`config.mk`:
```
export PLATFORM = sky130hd
export DESIGN_NAME = ace_master_port
export DESIGN_NICKNAME = d
export VERILOG_FILES = /design/src/rtl/ace_master_port.sv
export SDC_FILE = /design/constraint.sdc
export NUM_CORES = 1
export LEC_CHECK = 0
export ABC_AREA = 1
export BUFFER_PORTS_ARGS = -buffer_cell sky130_fd_sc_hd__buf_2
export CORE_UTILIZATION = 45
export CTS_CLUSTER_DIAMETER = 150
export DETAILED_ROUTE_END_ITERATION = 10
export GPL_TIMING_DRIVEN = 1
export HOLD_SLACK_MARGIN = 0.03
export PLACE_DENSITY_LB_ADDON = 0.12
export REMOVE_ABC_BUFFERS = 1
export SKIP_CTS_REPAIR_TIMING = 1
export SLEW_MARGIN = 20
export SYNTH_ARGS = -nofsm -noshare
export SYNTH_HDL_FRONTEND = slang
export SYNTH_SLANG_ARGS = --single-unit
```
`constraint.sdc`:
```
create_clock -name clk -period 1.8 [get_ports clk]
set_input_delay 0.36 -clock clk [delete_from_list [all_inputs] [get_ports clk]]
set_output_delay 0.36 -clock clk [all_outputs]
set_load 0.02 [all_outputs]
```
`src/rtl/ace_master_port.sv`:
```
// Single-outstanding ACE master port: turns cache-controller fill, writeback and
// upgrade requests into ACE ReadShared / WriteBack / CleanUnique transactions.
module ace_master_port #(
    parameter int ADDR_WIDTH = 32,
    parameter int DATA_WIDTH = 32
) (
    input  logic                  clk,
    input  logic                  reset,
    input  logic                  read_req,
    input  logic                  write_req,
    input  logic                  invalid_req,
    input  logic [ADDR_WIDTH-1:0] req_addr,
    input  logic [DATA_WIDTH-1:0] wb_data,
    output logic                  ace_ready,
    output logic [DATA_WIDTH-1:0] fill_data,
    output logic                  fill_shared,
    output logic                  resp_err,
    output logic                  arvalid,
    input  logic                  arready,
    output logic [ADDR_WIDTH-1:0] araddr,
    output logic [3:0]            arsnoop,
    input  logic                  rvalid,
    output logic                  rready,
    input  logic [DATA_WIDTH-1:0] rdata,
    input  logic [3:0]            rresp,
    output logic                  awvalid,
    input  logic                  awready,
    output logic [ADDR_WIDTH-1:0] awaddr,
    output logic [2:0]            awsnoop,
    output logic                  wvalid,
    input  logic                  wready,
    output logic [DATA_WIDTH-1:0] wdata,
    output logic                  wlast,
    input  logic                  bvalid,
    output logic                  bready,
    input  logic [1:0]            bresp,
    output logic                  rack,
    output logic                  wack,
    output logic [2:0]            dbg_state_o
);

    localparam logic [2:0] S_IDLE      = 3'd0;
    localparam logic [2:0] S_AR_SEND   = 3'd1;
    localparam logic [2:0] S_R_WAIT    = 3'd2;
    localparam logic [2:0] S_AW_W_SEND = 3'd3;
    localparam logic [2:0] S_B_WAIT    = 3'd4;
    localparam logic [2:0] S_DONE      = 3'd5;

    // Handshakes: a transfer happens in any cycle where valid && ready are both
    // high; valid never depends combinationally on ready and holds its payload
    // stable until that cycle.

    logic [2:0]            state_q, state_d;
    logic [ADDR_WIDTH-1:0] addr_q;
    logic [DATA_WIDTH-1:0] data_q;
    logic [DATA_WIDTH-1:0] fill_data_q;
    logic                  fill_shared_q;
    logic [3:0]            arsnoop_q;
    logic [2:0]            awsnoop_q;
    logic                  awvalid_q;
    logic                  wvalid_q;
    logic                  is_write_q;
    logic                  is_inv_q;
    logic                  err_q;
    logic                  accept;
    logic                  aw_ok;
    logic                  w_ok;
    logic                  unused_rresp_bit;

    assign unused_rresp_bit = rresp[2];

    assign accept = (state_q == S_IDLE) && (write_req || invalid_req || read_req);
    // Each channel is complete once its valid has gone or completes this cycle.
    assign aw_ok  = !awvalid_q || awready;
    assign w_ok   = !wvalid_q || wready;

    always_comb begin
        state_d = state_q;
        case (state_q)
            S_IDLE: begin
                if (write_req)                   state_d = S_AW_W_SEND;
                else if (invalid_req || read_req) state_d = S_AR_SEND;
            end
            S_AR_SEND:   if (arready)        state_d = S_R_WAIT;
            S_R_WAIT:    if (rvalid)         state_d = S_DONE;
            S_AW_W_SEND: if (aw_ok && w_ok)  state_d = S_B_WAIT;
            S_B_WAIT:    if (bvalid)         state_d = S_DONE;
            S_DONE:                          state_d = S_IDLE;
            default:                         state_d = S_IDLE;
        endcase
    end

    always_ff @(posedge clk or negedge reset) begin
        if (!reset) begin
            state_q       <= S_IDLE;
            addr_q        <= '0;
            data_q        <= '0;
            fill_data_q   <= '0;
            fill_shared_q <= 1'b0;
            arsnoop_q     <= 4'b0000;
            awsnoop_q     <= 3'b000;
            awvalid_q     <= 1'b0;
            wvalid_q      <= 1'b0;
            is_write_q    <= 1'b0;
            is_inv_q      <= 1'b0;
            err_q         <= 1'b0;
        end else begin
            state_q <= state_d;
            if (accept) begin
                addr_q     <= req_addr;
                data_q     <= wb_data;
                is_write_q <= write_req;
                is_inv_q   <= !write_req && invalid_req;
                err_q      <= 1'b0;
                if (write_req) begin
                    awvalid_q <= 1'b1;
                    wvalid_q  <= 1'b1;
                    awsnoop_q <= 3'b011;
                end else begin
                    arsnoop_q <= invalid_req ? 4'b1011 : 4'b0001;
                end
            end
            if (awvalid_q && awready) awvalid_q <= 1'b0;
            if (wvalid_q && wready)   wvalid_q  <= 1'b0;
            if (state_q == S_R_WAIT && rvalid) begin
                err_q <= |rresp[1:0];
                // An upgrade carries no line data, so the last fill is kept.
                if (!is_inv_q) begin
                    fill_data_q   <= rdata;
                    fill_shared_q <= rresp[3];
                end
            end
            if (state_q == S_B_WAIT && bvalid) err_q <= |bresp;
        end
    end

    assign arvalid     = (state_q == S_AR_SEND);
    assign araddr      = addr_q;
    assign arsnoop     = arsnoop_q;
    assign rready      = (state_q == S_R_WAIT);
    assign awvalid     = awvalid_q;
    assign awaddr      = addr_q;
    assign awsnoop     = awsnoop_q;
    assign wvalid      = wvalid_q;
    assign wdata       = data_q;
    assign wlast       = wvalid_q;
    assign bready      = (state_q == S_B_WAIT);
    assign ace_ready   = (state_q == S_DONE);
    assign resp_err    = (state_q == S_DONE) && err_q;
    assign rack        = (state_q == S_DONE) && !is_write_q;
    assign wack        = (state_q == S_DONE) && is_write_q;
    assign fill_data   = fill_data_q;
    assign fill_shared = fill_shared_q;
    assign dbg_state_o = state_q;

endmodule

```
==> flow_summary.ini <==
[status]
outcome = finished clean

[timing]
period_share = 0.9685
min_period_ns = 1.743
skew_ns = 0.01683
holdWs_ns = 0.1867
final_hold_viol_count = 0
setup_viol = 0
final_max_slew_viol_count = 0
max_freq_mhz = 573.6

[global_route]
use_met3 = 0.05013
grt_busiest_layer = met2
gr-total-overflow = 0
grt_pass1_vias = 3781
use_met1 = 0.2622
met2_usage = 0.3605
grtUsageTotal = 0.2113
grt_pass1_wl_um = 18240
antenna_found_initial = 0
grt_max_degree = 67

[worst_setup_path]
crit_chain = buf_4 > nor3_4 > buf_2
cp-end-kind = primary output
crit_path_max_incr_delay_ns = 0.41
crit_fanout = 6
critPathKind = flip-flop to primary output
arrival_ns = 1.38
cp_slowest_cell = dfrtp_1
crit_path_start_kind = flip-flop
cp.required_ns = 1.44

[route]
wl_um = 11240
first_iter_violations = 201
wl_per_cell_um = 12.57
num_vias = 4013
drc = 0
ant_nets = 0
firstDrtPassIters = 4
via_per_inst = 4.489

[cts]
cts_max_path_buffers = 2
clock-root-buffer = clkbuf_8
cts.sinks = 108
cts_tree = yes
clk_pin_slew_ns = 0.11
cts_made_buffers = 9
clk_latency_ns = 0.36
htree_levels = 3

[place]
placed_cells = 876
port_buffers = 257
hpwl_um = 8334
placed_area_um2 = 5833
gp_congestion = 0.7666

[floorplan]
num_rows = 36
die_w_um = 104.2
die_height_um = 104.2
dieArea_um2 = 10860
initial_core_util = 0.4723
core_um2 = 9955
boundaryPins = 261

[power_and_ir_drop]
swShare = 0.4721
p_clk_frac = 0.127
p_leak_nw = 3.723
power.density_nw_per_um2 = 1952
intPower_mw = 6.268
switching_power_mw = 5.606
power.share.combinational = 0.519
power_frac_seq = 0.354
ir_drop_uv = 819.9

[cells_and_area]
layout-drive-gt1-share = 0.4047
nets = 868
syn_to_final_growth_pct = 29.38
antenna_cells = 0
stdcell_count = 894
fillers = 911
fin_area_um2 = 6083

[flow_run]
drv_cap = 0

[synthesis]
synth_area_um2 = 4702
synth_top_area_share = 0.5748
syn_inst = 533
yosys_warnings = 0
ys_ff_latch = 108
synth_flop_cell = dfrtp_1
synth_top_area_cell = dfrtp_1
avgSynthCellArea_um2 = 8.822
async_flop_share = 1.000
synthTopCellsByArea = dfrtp_1 57%, nand2_1 20%, buf_4 6.4%
synth-edff-count = 0
seq_area_frac_synth = 0.5748
yosysUniqueCellTypes = 25

[hold_path]
holdCritPathClass = primary input to flip-flop
[metrics by stage]
step	power [mW]	TNS, ns	utilization	setup WS, ns
3_3_place_gp	10.24	0	0.5860	0.3432
3_5_place_dp	10.40	0	0.5860	0.3153
5_1_grt	12.74	-0.03132	0.6111	-0.02844
2_1_floorplan	7.955	-28.10	-	-0.4764
4_1_cts	11.94	-0.2262	0.6062	-0.09374
6_report	11.87	0	0.6111	0.05676
[power groups by stage]
stage                     registers [mW]  clock network, mW  logic (mW)
after global routing                4.35               1.66        6.74
after detailed placement            4.22                  0        6.18
after global placement              4.17                  0        6.07
after CTS                           4.19               1.57        6.18
final                               4.20               1.51        6.17
after floorplan                     6.05                  0        1.91
[cell usage after synthesis (2+ instances only)]
| master | number |
|---|---|
| nand3_1 | 6 |
| nor2_1 | 8 |
| o211ai_1 | 2 |
| buf_4 | 40 |
| o21ai_2 | 13 |
| dfrtp_1 | 108 |
| o21ai_1 | 18 |
| inv_1 | 50 |
| nand4_1 | 2 |
| inv_2 | 3 |
| buf_2 | 5 |
| clkbuf_1 | 3 |
| nand2_1 | 246 |
| o21ai_0 | 8 |
| buf_6 | 11 |
[worst max-delay path: cells and delay by family, from the launching register on]
family	cells	cell delay, ns
buffers and inverters	2	0.38
DFF	1	0.41
and+or+nand+nor	1	0.25
[kinds of logic after synthesis]
logic type	share of synthesized area
simple gates	0.2275
buf+inv	0.1402
compound gates	0.05668
other cells	0.0007975
flops	0.5748
[area by class of cell]
type / instances / area [um2] / area share
Multi-Input combinational cell: 314 / 1363 / 0.2240
Inverter: 53 / 198.9 / 0.03270
Clock inverter: 4 / 56.30 / 0.009255
Tap cell: 133 / 166.4 / 0.02736
Clock buffer: 12 / 145.1 / 0.02386
Timing Repair Buffer: 270 / 1450 / 0.2384
Sequential cell: 108 / 2704 / 0.4445
[layout by cell type (no fill, tap or decap), types with 2 or more instances in the layout]
| master | instances |
|---|---|
| nand2_1 | 246 |
| o21ai_2 | 13 |
| clkbuf_1 | 2 |
| o21ai_0 | 8 |
| buf_12 | 4 |
| nor3_4 | 2 |
| conb_1 | 2 |
| inv_6 | 2 |
| o21ai_1 | 18 |
| buf_4 | 11 |
| clkbuf_8 | 10 |
| inv_2 | 5 |
| buf_2 | 253 |
| nor2_1 | 7 |
| nand4_1 | 2 |
| inv_1 | 48 |
| o211ai_1 | 2 |
| nor2_4 | 2 |
| nand3_1 | 6 |
| dfrtp_1 | 107 |
[state kept, by name (all words and copies together), names as in the netlist]
name         cells
araddr          32
fill_data       32
wdata           32
dbg_state_o      3
arsnoop          2
awsnoop          1
awvalid          1
err_q            1
fill_shared      1
is_inv_q         1
is_write_q       1
wlast            1
[final timing paths]
kind	slack, ns	to	cells after the start	from
worst min register to register	0.48	wdata[16]	2	wdata[16]
worst min-delay path	0.19	wdata[25]	3	wb_data[25]
max in group asynchronous	0.78	wdata[14]	3	reset
worst max-delay path	0.06	rready	3	dbg_state_o[0]
min in group asynchronous	0.46	fill_data[11]	2	reset
worst max register to register	0.24	fill_data[3]	7	dbg_state_o[0]
[layer usage]
metal  up-vias  part of all wire
li1       2008                 -
met1      1834              0.42
met2       158              0.50
met3        13             0.067
met4         0             0.015
met5         -                 0
No activity file was read; power rests on OpenSTA's default activity.
